**src/rtl/wma_seq.sv**
```systemverilog
// Stream sequencer for the weighted-moving-average filter: input FIFO, gap-free issue, warm-up/underrun tagging.
// Optional macro WMA_SEQ_HOLD_EN: on underrun, stay in RUN and repeat the last sample instead of flushing.
module wma_seq #(
    parameter int N         = 8,
    parameter int TAPS      = 4,
    parameter int LAT       = 1,
    parameter int DEPTH     = 8,
    parameter int START_LVL = 4
) (
    input  logic         clk,
    input  logic         rst,
    input  logic [N-1:0] in_data,
    input  logic         in_valid,
    output logic         in_ready,
    input  logic         enable,
    output logic [N-1:0] filt_x,
    output logic         filt_rst_n,
    input  logic [N-1:0] filt_y,
    output logic [N-1:0] out_data,
    output logic         out_valid,
    output logic         busy,
    output logic         err_underrun,
    output logic [15:0]  sample_cnt
);
    localparam int AW = (DEPTH > 1) ? $clog2(DEPTH) : 1;
    localparam int CW = $clog2(DEPTH + 1);
    localparam int WW = $clog2(TAPS + 1);
    localparam int FW = (LAT > 1) ? $clog2(LAT) : 1;

    localparam logic [AW-1:0] PTR_ONE    = AW'(1);
    localparam logic [CW-1:0] CNT_ZERO   = CW'(0);
    localparam logic [CW-1:0] CNT_ONE    = CW'(1);
    localparam logic [CW-1:0] DEPTH_C    = CW'(DEPTH);
    localparam logic [CW-1:0] START_C    = CW'(START_LVL);
    localparam logic [WW-1:0] WARM_ZERO  = WW'(0);
    localparam logic [WW-1:0] WARM_ONE   = WW'(1);
    localparam logic [WW-1:0] WARM_MAX   = WW'(TAPS - 1);
    localparam logic [FW-1:0] FLUSH_ZERO = FW'(0);
    localparam logic [FW-1:0] FLUSH_ONE  = FW'(1);
    localparam logic [FW-1:0] FLUSH_INIT = FW'(LAT - 1);

    typedef enum logic [1:0] {
        IDLE  = 2'd0,
        RUN   = 2'd1,
        FLUSH = 2'd2
    } state_t;

    logic [N-1:0]   mem_r [DEPTH];
    logic [AW-1:0]  wr_ptr_r;
    logic [AW-1:0]  rd_ptr_r;
    logic [CW-1:0]  count_r;
    state_t         state_r;
    logic [FW-1:0]  flush_cnt_r;
    logic [WW-1:0]  warm_cnt_r;
    logic           iss_r;
    logic [LAT-1:0] vld_pipe_r;
    logic [N-1:0]   filt_x_r;
    logic           filt_rst_n_r;
    logic           err_underrun_r;
    logic [15:0]    sample_cnt_r;

    logic           wr_en_s;
    logic           empty_s;
    logic           start_s;
    logic           pop_s;
    logic           qual_s;
    logic [WW-1:0]  warm_base_s;
    logic [WW-1:0]  warm_next_s;

    assign empty_s  = (count_r == CNT_ZERO);
    assign in_ready = (count_r != DEPTH_C);
    assign wr_en_s  = in_valid && in_ready;
    assign start_s  = (state_r == IDLE) && enable && (count_r >= START_C);

    // Pop decision and warm-up qualification; a burst start counts from sample zero.
    always_comb begin
        pop_s = 1'b0;
        case (state_r)
            IDLE:    pop_s = start_s;
            RUN:     pop_s = enable && !empty_s;
            FLUSH:   pop_s = 1'b0;
            default: pop_s = 1'b0;
        endcase
        if (start_s) begin
            warm_base_s = WARM_ZERO;
        end else begin
            warm_base_s = warm_cnt_r;
        end
        if (warm_base_s == WARM_MAX) begin
            warm_next_s = warm_base_s;
        end else begin
            warm_next_s = warm_base_s + WARM_ONE;
        end
        qual_s = pop_s && (warm_base_s >= WARM_MAX);
    end

    // FIFO storage; contents need no reset because the pointers are cleared.
    always_ff @(posedge clk) begin
        if (wr_en_s) begin
            mem_r[wr_ptr_r] <= in_data;
        end
    end

    // FIFO pointers and occupancy.
    always_ff @(posedge clk) begin
        if (rst) begin
            wr_ptr_r <= {AW{1'b0}};
            rd_ptr_r <= {AW{1'b0}};
            count_r  <= CNT_ZERO;
        end else begin
            if (wr_en_s) begin
                wr_ptr_r <= wr_ptr_r + PTR_ONE;
            end
            if (pop_s) begin
                rd_ptr_r <= rd_ptr_r + PTR_ONE;
            end
            case ({wr_en_s, pop_s})
                2'b10:   count_r <= count_r + CNT_ONE;
                2'b01:   count_r <= count_r - CNT_ONE;
                default: count_r <= count_r;
            endcase
        end
    end

    // Sequencer FSM with registered filter controls and status.
    always_ff @(posedge clk) begin
        if (rst) begin
            state_r        <= IDLE;
            flush_cnt_r    <= FLUSH_ZERO;
            warm_cnt_r     <= WARM_ZERO;
            iss_r          <= 1'b0;
            filt_x_r       <= {N{1'b0}};
            filt_rst_n_r   <= 1'b0;
            err_underrun_r <= 1'b0;
            sample_cnt_r   <= 16'd0;
        end else begin
            iss_r <= qual_s;
            case (state_r)
                IDLE: begin
                    if (start_s) begin
                        state_r        <= RUN;
                        filt_rst_n_r   <= 1'b1;
                        filt_x_r       <= mem_r[rd_ptr_r];
                        err_underrun_r <= 1'b0;
                        sample_cnt_r   <= 16'd1;
                        warm_cnt_r     <= warm_next_s;
                    end else begin
                        filt_rst_n_r <= 1'b0;
                        filt_x_r     <= {N{1'b0}};
                    end
                end
                RUN: begin
                    if (!enable) begin
                        filt_x_r    <= {N{1'b0}};
                        state_r     <= FLUSH;
                        flush_cnt_r <= FLUSH_INIT;
                    end else if (empty_s) begin
                        err_underrun_r <= 1'b1;
`ifdef WMA_SEQ_HOLD_EN
                        filt_x_r       <= filt_x_r;
`else
                        filt_x_r       <= {N{1'b0}};
                        state_r        <= FLUSH;
                        flush_cnt_r    <= FLUSH_INIT;
`endif
                    end else begin
                        filt_x_r   <= mem_r[rd_ptr_r];
                        warm_cnt_r <= warm_next_s;
                        if (sample_cnt_r != 16'hFFFF) begin
                            sample_cnt_r <= sample_cnt_r + 16'd1;
                        end
                    end
                end
                FLUSH: begin
                    filt_x_r <= {N{1'b0}};
                    if (flush_cnt_r == FLUSH_ZERO) begin
                        state_r      <= IDLE;
                        filt_rst_n_r <= 1'b0;
                    end else begin
                        flush_cnt_r <= flush_cnt_r - FLUSH_ONE;
                    end
                end
                default: begin
                    state_r      <= IDLE;
                    filt_x_r     <= {N{1'b0}};
                    filt_rst_n_r <= 1'b0;
                end
            endcase
        end
    end

    // Issue flags travel alongside the filter latency to mark valid results.
    always_ff @(posedge clk) begin
        if (rst) begin
            vld_pipe_r <= {LAT{1'b0}};
        end else begin
            vld_pipe_r[0] <= iss_r;
            for (int i = 1; i < LAT; i++) begin
                vld_pipe_r[i] <= vld_pipe_r[i-1];
            end
        end
    end

    assign filt_x       = filt_x_r;
    assign filt_rst_n   = filt_rst_n_r;
    assign out_data     = filt_y;
    assign out_valid    = vld_pipe_r[LAT-1];
    assign busy         = (state_r != IDLE);
    assign err_underrun = err_underrun_r;
    assign sample_cnt   = sample_cnt_r;
endmodule

```
**config.mk**
```make
export PLATFORM = sky130hd
export DESIGN_NAME = wma_seq
export DESIGN_NICKNAME = d
export VERILOG_FILES = /design/src/rtl/wma_seq.sv
export SDC_FILE = /design/constraint.sdc
export NUM_CORES = 1
export LEC_CHECK = 0
export ABC_AREA = 0
export BUFFER_PORTS_ARGS = -buffer_cell sky130_fd_sc_hd__buf_2
export CORE_ASPECT_RATIO = 0.8
export CORE_MARGIN = 2
export CORE_UTILIZATION = 52
export DETAILED_ROUTE_END_ITERATION = 10
export HOLD_SLACK_MARGIN = 0.06
export PLACE_DENSITY_LB_ADDON = 0.2
export SKIP_CTS_REPAIR_TIMING = 1
export SLEW_MARGIN = 40
export SYNTH_ARGS = -nofsm -noshare
export SYNTH_HDL_FRONTEND = slang
export SYNTH_SLANG_ARGS = --single-unit
```
**constraint.sdc**
```tcl
create_clock -name clk -period 6.1 [get_ports clk]
set_clock_uncertainty 0.15 [all_clocks]
set_input_delay 0.61 -clock clk [delete_from_list [all_inputs] [get_ports clk]]
set_output_delay 0.61 -clock clk [all_outputs]
set_load 0.01 [all_outputs]
```
Word level (Yosys, flattened, before mapping)

Memory sizes are Yosys's and may differ from the RTL's. A register that Yosys moved wholly into a read port is not among the register bits.
Index checks and enable logic that the tools add are counted.

Bits in registers: 44
Memory bits (writable): 64
Input bits: 20
Output and inout port bits: 37
Word-level logic and storage cells: 92
Memories kept: 1

Add/sub/neg operators: 7
Magnitude comparators: 2
Equal/unequal tests: 14
Muxes and demuxes: 37
Bitwise gates (word level): 1
Reductions and logical operators: 18

Memory list:

| memory | depth | width | read ports | clocked after Yosys merged registers in | write ports | RTL line | RTL |
|---|---|---|---|---|---|---|---|
| mem_r  | 8     | 8     | 1          | 1                                       | 1           | 48       | `logic [N-1:0] mem_r [DEPTH];` |

Operators by type and width:

| cell                    | number |
|---|---|
| $mux W16                | 4 |
| $pmux W16 S2            | 1 |
| $mux W8                 | 3 |
| $mux W3                 | 7 |
| $add A16 B1 Y16 const B | 1 |
| $ne A16 B16 Y1 const B  | 1 |
| $pmux W8 S2             | 1 |
| $ne A2 B2 Y1 const B    | 6 |
| $mux W1                 | 10 |
| $add A3 B1 Y3 const B   | 3 |
| $mux W2                 | 4 |
| $pmux W4 S2             | 1 |
| $reduce_and A4 Y1       | 2 |
| $reduce_bool A2 Y1      | 4 |
| $pmux W1 S2             | 3 |
| $pmux W2 S3             | 1 |
| $pmux W3 S2             | 1 |
| $logic_and A1 B1 Y1     | 5 |
| $reduce_and A5 Y1       | 1 |
| $add A4 B1 Y4 const B   | 1 |
| $eq A2 B1 Y1 const B    | 2 |
| $eq A2 B2 Y1 const B    | 2 |
| $ge A4 B3 Y1 const B    | 1 |
| $logic_not A4 Y1        | 1 |
| other kinds (12)        | 13 |

Longest topological paths before layout

Word-level depth: 9
Depth in mapped cells: 12
Depth with buffers taken out: 10

Least setup slack after synthesis

OpenSTA, ideal clock, no wires.

Path type: input to register
Start: input port enable
End: register count_r[2]
Setup time: 0.071 ns
Arrival time: 2.357 ns
Required time: 5.879 ns
Setup slack: 3.522 ns
Stages on the path: 11
Buffers on the path: 1
Cells stage by stage: nand2b_1 > a21o_1 > inv_1 > buf_2 > ha_1 > xor2_1 > ha_1 > a21oi_1 > xor2_1 > or3_1 > a21oi_1

Cells in the longest elaborated chain, start to end: 5
Elaborated cells between the ends (all ways): 8
Those cells by class: eq/ne (2); mux (2); reduce/logical (4)

RTL lines:

| what                                                     | RTL line | RTL |
|---|---|---|
| start: declaration                                       | 15       | `input logic enable,` |
| $logic_and A1 B1 Y1 (2 in series)                        | 73       | `assign start_s = (state_r == IDLE) && enable && (count_r >= START_C);` |
| $pmux W1 S2 (*)                                          | 78       | `case (state_r)` |
| net pop_s                                                | 65       | `logic pop_s;` |
| $eq A2 B1 Y1 / $eq A2 B2 Y1 (equally long branches)      | 117      | `case ({wr_en_s, pop_s})` |
| $pmux W4 S2 / $reduce_bool A2 Y1 (equally long branches) | -        |  |
| end signal: assignment                                   | 118      | `2'b10: count_r <= count_r + CNT_ONE;` |
| end signal: assignment                                   | 119      | `2'b01: count_r <= count_r - CNT_ONE;` |
| end signal: assignment                                   | 120      | `default: count_r <= count_r;` |
| end: declaration                                         | 51       | `logic [CW-1:0] count_r;` |

The timed path passes the listed nets; every way through them passes the cells marked *.
A chain may end at the register's enable or synchronous reset.

Final worst setup path

Start: register count_r[0]
End: register count_r[2]

Cells in the longest elaborated chain, start to end: 6
Elaborated cells between the ends (all ways): 14
Those cells by class: add/sub (2); order compare (1); eq/ne (3); mux (2); reduce/logical (6)

RTL lines:

| what |
|---|
| branches (longest 6 deep; another with $ge A4 B3 Y1) |

Several ways; the timed one is not identified.

==> results.txt <==
Outcome: finished clean
Setup violators final: 0
Top cells by area, synth: edfxtp_1, dfxtp_1, mux4_2
Slack of the critical path: 3.347 ns
Sequential share of the synthesized area: 0.6151
Die area: 9663 um^2
Synth Net Count: 376
Worst endpoint required time: 6.24 ns
Power, Total: 0.001375 W
Via count: 2,857
Crit path max-delay family: compound AO/OA/AOI/OAI gates
Hold WC Path Type: in -> reg
Synth Area in Compound Gates: 0.07417
DP Area: 4890 um^2
Detailed Place HPWL: 5867 um
CTS tree: built
Leading cell type in the layout, fill and taps excluded: edfxtp_1
Die width: 109.4 um
CTS Root Buffer Type: clkbuf_8
Largest net degree at the start of global routing: 32
Die height: 88.33 um
Most frequent cells in the layout: edfxtp_1, dfxtp_1, buf_2
Yosys top cell area share: 0.4158
Pins over their slew limit: 0
CP max-delay cell: dfxtp_1
Post-Synth Adder-Cell Area: 0.01895
Share of cells above drive strength 1: 0.2474
WP data arrival: 2.89 ns
Worst Tran Pin Value: 0.7608 ns
RSZ-0062 raised after global routing: no
Design area: 5110 um^2
Cell Area, Synth: 4622 um^2
Max FO, Critical Path: 14
Simple-gate portion of the synthesized area: 0.1410
Remaining Overflow, GRT: 0
Drt pass-1 iters: 4
Nets@finish: 410
Number of synthesis warnings: 0
Top-level I/O count: 57
# port buffers: 40
Unique masters post-synth: 58
Layout area overhead: 10.56%
Setup WS pre-CTS: 3.204 ns
First-pass GRT wire length: 13,780 um
DR WL/cell: 17.48 um
DRC violations left: 0
H-tree levels: 3
Synthesized area per cell: 13.24 um^2
Cell Rows: 30
Post-synthesis mux area share: 0.1042
Worst Setup Path Type: reg -> reg
Peak per-stage delay on the critical path: 0.49 ns
Peak VDD IR: 0.1325 mV
Pwr per Cell Area: 269.1 nW/um^2
Xor/xnor share of the synthesized area: 0.01516
Core Box Area: 8558 um^2
Pleak: 1.829 nW
Sink Count: 110
Area leader, netlist: edfxtp_1
WP buf/inv: 1
Clock buffer depth: 2
DRT Wirelength: 8742 um
Worst path cell trace: o21ai_0 -> a21o_1 -> inv_1 -> ha_1 -> xor2_1 -> ha_1 -> a21oi_1 -> xor2_1 -> or3_1 -> a21oi_1
Starting DRT DRC Count: 126
Min cycle time layout: 2.753 ns
CP Capture Type: register
Initial Util: 0.5401
ANT cells: 0
Vias per inst: 5.714
All-Layer GR Usage: 0.1914
Mapped Cells: 349
Routability cong.: 0.8922
Yosys reg bits: 110
CTS clock-pin slew for the worst setup and hold paths: 0.10 ns
Startpoint types: register
Clock buffer count from CTS: 9
Crit share post-route: 0.4513
Max-slew headroom: 0.4921
Final TNS setup: 0 ns
Vias in the first global route: 2,634
Clk_lat worst skew: 0.36 ns
Achievable frequency: 363.3 MHz
Post-synth ARST share: 0
Max-cap violations: 0
Combinational family with the most area after synthesis: simple AND/OR/NAND/NOR gates
Initial antenna violation count: 0
Fin. Hold Viols: 0
Ys flop type: edfxtp_1
Fin util: 0.5971
Post-synth EDFFs: 64
Remaining antenna violation count: 0
registers in the layout, indices dropped and copies added (netlist names), named ones only:
signal / cells
rd_ptr_r: 3
count_r: 4
err_underrun: 1
mem_r: 64
filt_rst_n: 1
iss_r: 1
filt_x: 8
out_valid: 1
wr_ptr_r: 3
state_r: 2
warm_cnt_r: 3
sample_cnt: 16
layer usage:
metal / up-vias / global-route usage / share of wire
li1: 1387 / - / -
met1: 1398 / 0.2824 / 0.48
met2: 62 / 0.2873 / 0.46
met3: 10 / 0.05228 / 0.050
met4: 0 / 0.04143 / 0.0079
met5: - / 0 / 0
cell type report:
class                      instances  area, um^2
fill                             714        3448
sequential                       110        2844
multi-input combinational        212        1653
timing repair buffer              44       230.2
tap                              112       140.1
clock buffer                      10       127.6
clock inverter                     6       92.59
inverter                           6       22.52
kinds of logic after synthesis:
family	count (synthesis)
buffers and inverters	27
adder cells (fa/ha/maj)	7
AND/OR/NAND/NOR	116
XOR/XNOR	8
multiplexers	28
AO/OA/AOI/OAI	53
flip-flops	110
through the flow:
stage,std cells,hold slack (ns)
floorplan,349,0.2638
global placement,484,0.2746
detailed placement,484,0.2938
CTS,500,0.2831
global route,500,0.2907
finish,500,0.2975
final timing paths:
path / cells after the start / to / slack, ns / start
max: 10 / count_r[2] / 3.35 / count_r[0]
min: 2 / state_r[1] / 0.30 / enable
max reg2reg: 10 / count_r[2] / 3.35 / count_r[0]
min reg2reg: 1 / err_underrun / 0.32 / err_underrun
synthesized netlist by cell type (all sizes together) (2+ instances only):
cell type	count
nand2b	6
o21ai	11
dfxtp	46
nor2b	6
mux2i	11
a21oi	15
inv	5
nand2	19
o22ai	7
clkbuf	5
and3	2
or4	2
buf	16
edfxtp	64
ha	7
nor4	6
o21bai	2
xor2	7
nand3b	2
a211oi	2
mux4	16
a21o	8
nand4	5
nor2	31
nor3	13
nor3b	5
nand4b	2
nand3	11
or2	2
power breakdown:
group | internal (W) | total, W | switching [W]
registers | 0.000803 | 0.000819 | 0.0000157
clock network | 0.000235 | 0.000476 | 0.000240
logic | 0.0000355 | 0.0000805 | 0.0000450
Power figures use the tool's default switching activity.
